$ cat src/rtl/i2c_target.sv
// Two-wire bus target: oversampled SCL/SDA, 7-bit address match, 16-bit write capture / read return.
// Define I2C_TGT_GENCALL_EN to also accept general-call writes to address 7'h00.
module i2c_target #(
   parameter logic [6:0] TARGET_ADDR = 7'h2A
) (
   input  logic        CLK,
   input  logic        RESET,
   input  logic        SCL,
   input  logic        SDA_IN,
   output logic        SDA_OUT,
   output logic        SDA_OE,
   input  logic [15:0] RD_DATA,
   output logic [15:0] WR_DATA,
   output logic        WR_STB,
   output logic        RD_STB,
   output logic        BUSY
);

   typedef enum logic [2:0] {
      IDLE,
      ADDR,
      ADDR_ACK,
      WR_BYTE,
      WR_ACK,
      RD_BYTE,
      RD_ACK,
      WAIT_STOP
   } state_t;

   logic scl_m, scl_s, scl_d;
   logic sda_m, sda_s, sda_d;
   logic ev_start, ev_stop, ev_rise, ev_fall, bit_in;

   state_t      state, state_nxt;
   logic [3:0]  bit_cnt, bit_cnt_nxt;
   logic [1:0]  byte_cnt, byte_cnt_nxt;
   logic [15:0] shift, shift_nxt;
   logic        rnw, rnw_nxt;
   logic        sda_oe_nxt, sda_out_nxt, busy_nxt, wr_stb_nxt, rd_stb_nxt;
   logic [15:0] wr_data_nxt;
   logic        addr_hit;

   // Synchronizers run freely so that leaving reset never fabricates a bus edge.
   always_ff @(posedge CLK) begin
      scl_m <= SCL;
      scl_s <= scl_m;
      scl_d <= scl_s;
      sda_m <= SDA_IN;
      sda_s <= sda_m;
      sda_d <= sda_s;
   end

   // Registered bus events; an SCL change on the same cycle suppresses START/STOP.
   always_ff @(posedge CLK) begin
      if (RESET) begin
         ev_start <= 1'b0;
         ev_stop  <= 1'b0;
         ev_rise  <= 1'b0;
         ev_fall  <= 1'b0;
         bit_in   <= 1'b1;
      end else begin
         ev_start <= scl_s & scl_d & sda_d & ~sda_s;
         ev_stop  <= scl_s & scl_d & ~sda_d & sda_s;
         ev_rise  <= scl_s & ~scl_d;
         ev_fall  <= ~scl_s & scl_d;
         bit_in   <= sda_s;
      end
   end

`ifdef I2C_TGT_GENCALL_EN
   assign addr_hit = (shift[7:1] == TARGET_ADDR) || ((shift[7:1] == 7'h00) && !shift[0]);
`else
   assign addr_hit = (shift[7:1] == TARGET_ADDR);
`endif

   always_ff @(posedge CLK) begin
      if (RESET) begin
         state    <= IDLE;
         bit_cnt  <= 4'd0;
         byte_cnt <= 2'd0;
         shift    <= 16'h0000;
         rnw      <= 1'b0;
         SDA_OE   <= 1'b0;
         SDA_OUT  <= 1'b0;
         WR_DATA  <= 16'h0000;
         WR_STB   <= 1'b0;
         RD_STB   <= 1'b0;
         BUSY     <= 1'b0;
      end else begin
         state    <= state_nxt;
         bit_cnt  <= bit_cnt_nxt;
         byte_cnt <= byte_cnt_nxt;
         shift    <= shift_nxt;
         rnw      <= rnw_nxt;
         SDA_OE   <= sda_oe_nxt;
         SDA_OUT  <= sda_out_nxt;
         WR_DATA  <= wr_data_nxt;
         WR_STB   <= wr_stb_nxt;
         RD_STB   <= rd_stb_nxt;
         BUSY     <= busy_nxt;
      end
   end

   always_comb begin
      state_nxt    = state;
      bit_cnt_nxt  = bit_cnt;
      byte_cnt_nxt = byte_cnt;
      shift_nxt    = shift;
      rnw_nxt      = rnw;
      sda_oe_nxt   = SDA_OE;
      sda_out_nxt  = SDA_OUT;
      wr_data_nxt  = WR_DATA;
      wr_stb_nxt   = 1'b0;
      rd_stb_nxt   = 1'b0;
      busy_nxt     = BUSY;

      if (ev_start) begin
         state_nxt    = ADDR;
         bit_cnt_nxt  = 4'd0;
         byte_cnt_nxt = 2'd0;
         sda_oe_nxt   = 1'b0;
         sda_out_nxt  = 1'b0;
         busy_nxt     = 1'b1;
      end else if (ev_stop) begin
         state_nxt   = IDLE;
         sda_oe_nxt  = 1'b0;
         sda_out_nxt = 1'b0;
         busy_nxt    = 1'b0;
      end else begin
         case (state)
            ADDR: begin
               if (ev_rise) begin
                  shift_nxt   = {shift[14:0], bit_in};
                  bit_cnt_nxt = bit_cnt + 4'd1;
               end else if (ev_fall && bit_cnt == 4'd8) begin
                  bit_cnt_nxt = 4'd0;
                  if (addr_hit) begin
                     state_nxt    = ADDR_ACK;
                     sda_oe_nxt   = 1'b1;
                     sda_out_nxt  = 1'b0;
                     rnw_nxt      = shift[0];
                     byte_cnt_nxt = 2'd0;
                     if (shift[0]) begin
                        shift_nxt  = RD_DATA;
                        rd_stb_nxt = 1'b1;
                     end
                  end else begin
                     state_nxt  = WAIT_STOP;
                     sda_oe_nxt = 1'b0;
                  end
               end
            end
            ADDR_ACK: begin
               if (ev_fall) begin
                  if (rnw) begin
                     state_nxt   = RD_BYTE;
                     sda_oe_nxt  = 1'b1;
                     sda_out_nxt = shift[15];
                     shift_nxt   = {shift[14:0], 1'b0};
                     bit_cnt_nxt = 4'd1;
                  end else begin
                     state_nxt   = WR_BYTE;
                     sda_oe_nxt  = 1'b0;
                     sda_out_nxt = 1'b0;
                     bit_cnt_nxt = 4'd0;
                  end
               end
            end
            WR_BYTE: begin
               if (ev_rise) begin
                  shift_nxt   = {shift[14:0], bit_in};
                  bit_cnt_nxt = bit_cnt + 4'd1;
               end else if (ev_fall && bit_cnt == 4'd8) begin
                  bit_cnt_nxt = 4'd0;
                  // Only two data bytes fit the word; anything beyond is refused.
                  if (byte_cnt < 2'd2) begin
                     state_nxt   = WR_ACK;
                     sda_oe_nxt  = 1'b1;
                     sda_out_nxt = 1'b0;
                  end else begin
                     state_nxt  = WAIT_STOP;
                     sda_oe_nxt = 1'b0;
                  end
               end
            end
            WR_ACK: begin
               if (ev_rise) begin
                  byte_cnt_nxt = byte_cnt + 2'd1;
                  if (byte_cnt == 2'd1) begin
                     wr_data_nxt = shift;
                     wr_stb_nxt  = 1'b1;
                  end
               end else if (ev_fall) begin
                  state_nxt   = WR_BYTE;
                  sda_oe_nxt  = 1'b0;
                  sda_out_nxt = 1'b0;
               end
            end
            RD_BYTE: begin
               if (ev_fall) begin
                  if (bit_cnt == 4'd8) begin
                     state_nxt   = RD_ACK;
                     sda_oe_nxt  = 1'b0;
                     sda_out_nxt = 1'b0;
                     bit_cnt_nxt = 4'd0;
                  end else begin
                     sda_oe_nxt  = 1'b1;
                     sda_out_nxt = shift[15];
                     shift_nxt   = {shift[14:0], 1'b0};
                     bit_cnt_nxt = bit_cnt + 4'd1;
                  end
               end
            end
            RD_ACK: begin
               if (ev_rise) begin
                  if (!bit_in && byte_cnt == 2'd0) begin
                     state_nxt    = RD_BYTE;
                     byte_cnt_nxt = 2'd1;
                  end else begin
                     state_nxt = WAIT_STOP;
                  end
               end
            end
            default: begin
            end
         endcase
      end
   end

endmodule

$ cat config.mk
export PLATFORM = sky130hd
export DESIGN_NAME = i2c_target
export DESIGN_NICKNAME = d
export VERILOG_FILES = /design/src/rtl/i2c_target.sv
export SDC_FILE = /design/constraint.sdc
export NUM_CORES = 1
export LEC_CHECK = 0
export CAP_MARGIN = 20
export CORE_MARGIN = 4
export CORE_UTILIZATION = 54
export DETAILED_ROUTE_END_ITERATION = 8
export PLACE_DENSITY = 0.83
export SLEW_MARGIN = 20
export SYNTH_ARGS = -nofsm -noshare
export SYNTH_HDL_FRONTEND = slang
export SYNTH_SLANG_ARGS = --single-unit
$ cat constraint.sdc
create_clock -name CLK -period 4.1 [get_ports CLK]
set_input_delay 1.025 -clock CLK [delete_from_list [all_inputs] [get_ports CLK]]
set_output_delay 1.025 -clock CLK [all_outputs]
set_load 0.01 [all_outputs]
==> run_results.csv, run 1 <==
group,metric,value,unit
run_status,status,"completed",
die,ios,41,
placement,place_hpwl,4390,um
clock_tree,postCtsHoldBufs,0,
critical_path,crit_buf_inv,0,
logic_synthesis,synth_seq_cells,58,
route,via_per_inst,5.95,
layout,nets,373,
timing,setup_tns,0,ns
critical_path,crit_path_start_kind,"register",
logic_synthesis,syn_avg_cell_area,8.80,um2
timing,grt_setup_unrepaired,"false",
route,route.vias.total,2498,
critical_path,cp.arrival,2.96,ns
timing,setup_viol,0,
global_routing,grt_pass1_vias,2311,
route,ant_nets,0,
logic_synthesis,synth_edf_count,0,
layout,fin_area,3340,um2
route,avgRoutedWirePerCell,15.8,um
critical_path,crit_family,"compound AO/OA/AOI/OAI gates",
critical_path,endpoint_kind,"register",
die,core-area,4850,um2
timing,worst_slew_pin_slew,1.06,ns
layout,layout_commonest_cell,"dfxtp_1",
clock_tree,cts_max_level,3,
timing,fin_skew,0.0105,ns
critical_path,path_class,"reg -> reg",
logic_synthesis,synth_ff_type,"dfxtp_1",
timing,slew_viol_final,0,
placement,port_buffers,40,
worst_hold_path,min_path_type,"reg -> reg",
route,drc_errors,0,
run,max_cap_viol_count,0,
power_and_ir_drop,peakVddDrop,0.000268,V
timing,slew_headroom,29.2,%
clock_tree,root_buffer,"clkbuf_8",
route,routed_wl,6650,um
clock_tree,cts_made_buffers,9,
critical_path,crit_slowest_cell,"a221oi_2",
die,die_width,79.5,um
global_routing,antenna_found_initial,0,
layout,post-route-util,68.8,%
clock_tree,cts_resized,0,
power_and_ir_drop,power_density,465,nW/um2
route,initialDrtViolationCount,280,
timing,timing.fmax,0.365,GHz
layout,area_growth,20.7,%
die,initial_core_util,57.0,%
route,firstDrtPassIters,4,
clock_tree,clk_latency,0.33,ns
global_routing,track_usage,21.8,%
clock_tree,clk_pin_slew,0.07,ns
layout,final_cell_mix,"dfxtp_1, clkdlybuf4s50_1, nor2_1",
clock_tree,clockBufferDepth,2,
logic_synthesis,synth.distinct_cells,51,
critical_path,max_stage_delay,0.91,ns
logic_synthesis,yosysWarnings,0,
logic_synthesis,async_reset_ff_share,0,%
logic_synthesis,synthCells,314,
clock_tree,cts.sinks,58,
die,die_area,6330,um2
timing,finalCritPeriodShare,66.8,%
placement,gp_congestion,0.899,
die,num_rows,25,
layout,drive_gt1_share,7.65,%
layout,antennaDiodeCount,0,
placement,place_area,3170,um2
global_routing,grt_overflow,0,
critical_path,worstPathCellList,"nor2b_2 > nand3_1 > a221oi_2 > a21oi_1 > a31o_2",
critical_path,crit_required,4.32,ns
logic_synthesis,synth_nets,339,
clock_tree,cts_tree,"built",
power_and_ir_drop,total_power,1550,uW
timing,min_period,2.74,ns
timing,hold_violations,0,
logic_synthesis,yosysSeqAreaShare,42.0,%
clock_tree,postCtsSetupBuffers,0,
die,dieHeight,79.5,um
global_routing,grt_max_degree,40,
power_and_ir_drop,leakage,0.00134,uW
global_routing,grt_pass1_wl,10800,um
critical_path,crit_path_max_fanout,23,
logic_synthesis,synth_area,2760,um2
## cells by family after synthesis
family / after synthesis / share of synthesized area, %
simple gates: 119 / 23.2
compound gates: 76 / 19.2
flops: 58 / 42.0
buf+inv: 34 / 5.43
mux: 21 / 7.61
fa+ha+maj: 5 / 2.26
xor+xnor: 1 / 0.317
## metrics by stage
stage	std cells	hold slack [ns]	worst slack (ns)
floorplan	314	0.310	2.07
global placement	404	0.310	1.49
detailed placement	404	0.318	1.46
CTS	420	0.333	1.43
global route	420	0.345	1.15
finish	420	0.330	1.36
## state kept, by name (all words and copies together), names as in the netlist, 2 cells and up
name	cells
WR_DATA	16
shift	16
bit_cnt	4
state	3
byte_cnt	2
## routing by layer
metal | track usage, % | part of all wire, %
met1 | 29.2 | 45
met3 | 6.32 | 8.0
met2 | 33.1 | 47
met5 | 0 | 0
met4 | 8.42 | 0.57
## final timing paths
kind	from	end	slack [ns]	cells past startpoint
worst max register to register	state[1]	shift[1]	1.36	5
worst min register to register	sda_m	sda_s	0.33	0
worst min-delay path	sda_m	sda_s	0.33	0
worst max-delay path	state[1]	shift[1]	1.36	5
## synth_stat cells (2+ instances only)
cell type / number / share of area [%]
o22ai_1: 2 / 0.45
a221o_1: 3 / 1.1
a211oi_1: 2 / 0.54
and3b_1: 2 / 0.63
nand3b_1: 2 / 0.54
o21a_1: 2 / 0.54
ha_1: 5 / 2.3
and3_1: 14 / 3.2
a21oi_1: 26 / 4.7
nor3_1: 18 / 3.3
a31o_2: 2 / 0.63
nand2b_1: 5 / 1.1
o211ai_1: 3 / 0.81
nand4_1: 3 / 0.68
buf_6: 2 / 0.81
or4_1: 3 / 0.81
buf_2: 6 / 1.1
a22oi_1: 3 / 0.81
o21ai_0: 5 / 0.91
o21ai_1: 2 / 0.36
dfxtp_1: 58 / 42
clkbuf_1: 11 / 1.5
inv_1: 14 / 1.9
o41ai_1: 2 / 0.63
nor2_1: 29 / 3.9
or3_1: 2 / 0.45
nand2_1: 13 / 1.8
nor2b_1: 5 / 1.1
nand3_1: 8 / 1.4
nor3b_1: 5 / 1.4
a21boi_0: 2 / 0.54
or2_2: 3 / 0.68
mux2i_1: 21 / 7.6
a2111oi_0: 14 / 4.4
## report_power, final
part	switching, uW	internal, uW	total, uW
Combinational	214	156	370
Sequential	107	633	741
Clock	225	217	442
## layout make-up
type	instances	area, um2
fillers	413	1510
multi-input cells	222	1450
flip-flops and latches	58	1160
repair buffers	43	423
clock buffers	11	131
well taps	67	83.8
inverters	14	52.6
clock inverters	5	31.3
No activity file was read; power rests on OpenSTA's default activity.
==> run 2, diff against run 1 <==
--- a/config.mk
+++ b/config.mk
@@ -7,9 +7,9 @@
 export LEC_CHECK = 0
 export CAP_MARGIN = 20
 export CORE_MARGIN = 4
-export CORE_UTILIZATION = 54
+export CORE_UTILIZATION = 48
 export DETAILED_ROUTE_END_ITERATION = 8
-export PLACE_DENSITY = 0.83
+export PLACE_DENSITY = 0.78
 export SLEW_MARGIN = 20
 export SYNTH_ARGS = -nofsm -noshare
 export SYNTH_HDL_FRONTEND = slang
==> constraint.sdc (replaced) <==
create_clock -name CLK -period 2.5 [get_ports CLK]
set_input_delay 0.625 -clock CLK [delete_from_list [all_inputs] [get_ports CLK]]
set_output_delay 0.625 -clock CLK [all_outputs]
set_load 0.01 [all_outputs]
==> run 2 against run 1 <==
  * Setup slack worse by 1.1 ns
  * Fmax is 21% higher
  * Register-to-register slack worse by 1.1 ns
  * Utilization is 7.2 points lower
  * Design area is 2.3% higher
  * Critical endpoint is now shift[4]
  * Hold slack worse by 0.0040 ns
  * Clock power is 70% higher
  * Critical path type unchanged
  * Clock skew is 0.0019 ns lower
  * Non-clock buffer count is 8 higher
  * Combinational power is 86% higher
==> run_results.csv, run 2 (synthesized netlist as in run 1, its figures left out) <==
group,metric,value,unit
run_status,status,"completed",
route,via_per_inst,5.88,
critical_path,worstPathCellList,"nor2b_2 > nand3_1 > a221o_1 > a2111oi_0 > nor3_1",
critical_path,crit_required,2.70,ns
timing,setup_tns,0,ns
die,initial_core_util,49.9,%
global_routing,grt_max_degree,28,
clock_tree,clk_latency,0.34,ns
layout,post-route-util,61.6,%
run,max_cap_viol_count,0,
timing,slew_viol_final,0,
timing,finalCritPeriodShare,90.5,%
global_routing,grt_overflow,0,
route,drc_errors,0,
timing,hold_violations,0,
clock_tree,cts_made_buffers,9,
clock_tree,cts_max_level,3,
layout,nets,381,
clock_tree,cts_tree,"built",
clock_tree,postCtsSetupBuffers,0,
route,routed_wl,6730,um
global_routing,grt_pass1_wl,11200,um
die,die_width,83.9,um
power_and_ir_drop,leakage,0.00138,uW
timing,worst_slew_pin_slew,0.680,ns
placement,port_buffers,40,
global_routing,track_usage,19.8,%
clock_tree,clk_pin_slew,0.06,ns
timing,slew_headroom,54.1,%
layout,layout_commonest_cell,"dfxtp_1",
layout,drive_gt1_share,9.44,%
die,ios,41,
die,dieHeight,83.9,um
critical_path,crit_path_max_fanout,16,
critical_path,crit_path_start_kind,"register",
clock_tree,clockBufferDepth,2,
timing,grt_setup_unrepaired,"false",
route,avgRoutedWirePerCell,15.6,um
timing,min_period,2.26,ns
die,die_area,7040,um2
clock_tree,cts_resized,0,
route,route.vias.total,2540,
layout,final_cell_mix,"dfxtp_1, clkdlybuf4s50_1, nor2_1",
power_and_ir_drop,power_density,767,nW/um2
clock_tree,cts.sinks,58,
timing,fin_skew,0.00853,ns
die,core-area,5540,um2
layout,area_growth,23.4,%
placement,gp_congestion,0.885,
route,firstDrtPassIters,7,
layout,antennaDiodeCount,0,
placement,place_hpwl,4770,um
route,ant_nets,0,
worst_hold_path,min_path_type,"reg -> reg",
critical_path,crit_slowest_cell,"a221o_1",
critical_path,cp.arrival,2.46,ns
clock_tree,postCtsHoldBufs,0,
critical_path,endpoint_kind,"register",
timing,setup_viol,0,
global_routing,grt_pass1_vias,2396,
power_and_ir_drop,peakVddDrop,0.000384,V
timing,timing.fmax,0.442,GHz
critical_path,max_stage_delay,0.57,ns
critical_path,path_class,"reg -> reg",
die,num_rows,27,
global_routing,antenna_found_initial,0,
clock_tree,root_buffer,"clkbuf_8",
layout,reg.largest.list,"WR_DATA (16), shift (16), bit_cnt (4)",
route,initialDrtViolationCount,268,
==> run 2: changes by cell type in the layout (fill, tap and decap cells not counted) <==
| cell | before | now |
|---|---|---|
| buf_4 | 3 | 11 |
| clkbuf_8 | 9 | 11 |
| clkinv_2 | 3 | 1 |
| clkinv_4 | 1 | 0 |
==> run 2: cell type report <==
cell class | count | area (um2)
Timing Repair Buffer | 51 | 483
Clock buffer | 13 | 159
Sequential cell | 58 | 1160
Clock inverter | 2 | 12.5
Fill cell | 500 | 2130
Multi-Input combinational cell | 222 | 1450
Inverter | 14 | 52.6
Tap cell | 72 | 90.1
==> run 2: final timing paths <==
check | depth (start not counted) | startpoint | slack [ns] | endpoint
min reg2reg | 0 | sda_m | 0.33 | sda_s
max reg2reg | 5 | state[2] | 0.24 | shift[4]
max | 5 | state[2] | 0.24 | shift[4]
min | 0 | sda_m | 0.33 | sda_s
==> run 2: critical path: cells and delay by family, from the launching register on <==
kind	cells	cell delay [ns]
compound gates	2	1.14
simple gates	3	0.56
flops	1	0.43
==> run 2: power breakdown <==
group	total (uW)	switching (uW)	internal, uW	leakage (uW)
Clock	753	347	407	0.0000855
Combinational	688	399	289	0.000820
Sequential	1180	136	1040	0.000472
==> run 2: per-layer routing <==
layer | routed length (um) | track usage, % | vias up
li1 | - | - | 1242
met1 | 3030 | 25.0 | 1186
met3 | 492 | 6.81 | 12
met2 | 3090 | 30.7 | 100
met4 | 117 | 8.33 | 0
met5 | 0 | 0 | -
==> run 2: through the flow <==
stage               instances  total power, uW  hold slack, ns  instance area, um2  setup slack [ns]
floorplan                 314             1650           0.310                2760             0.545
global placement          417             1840           0.312                3240             0.374
detailed placement        417             1860           0.316                3240             0.320
CTS                       432             2620           0.331                3410             0.298
global route              432             2770           0.337                3410            0.0525
finish                    432             2620           0.326                3410             0.238
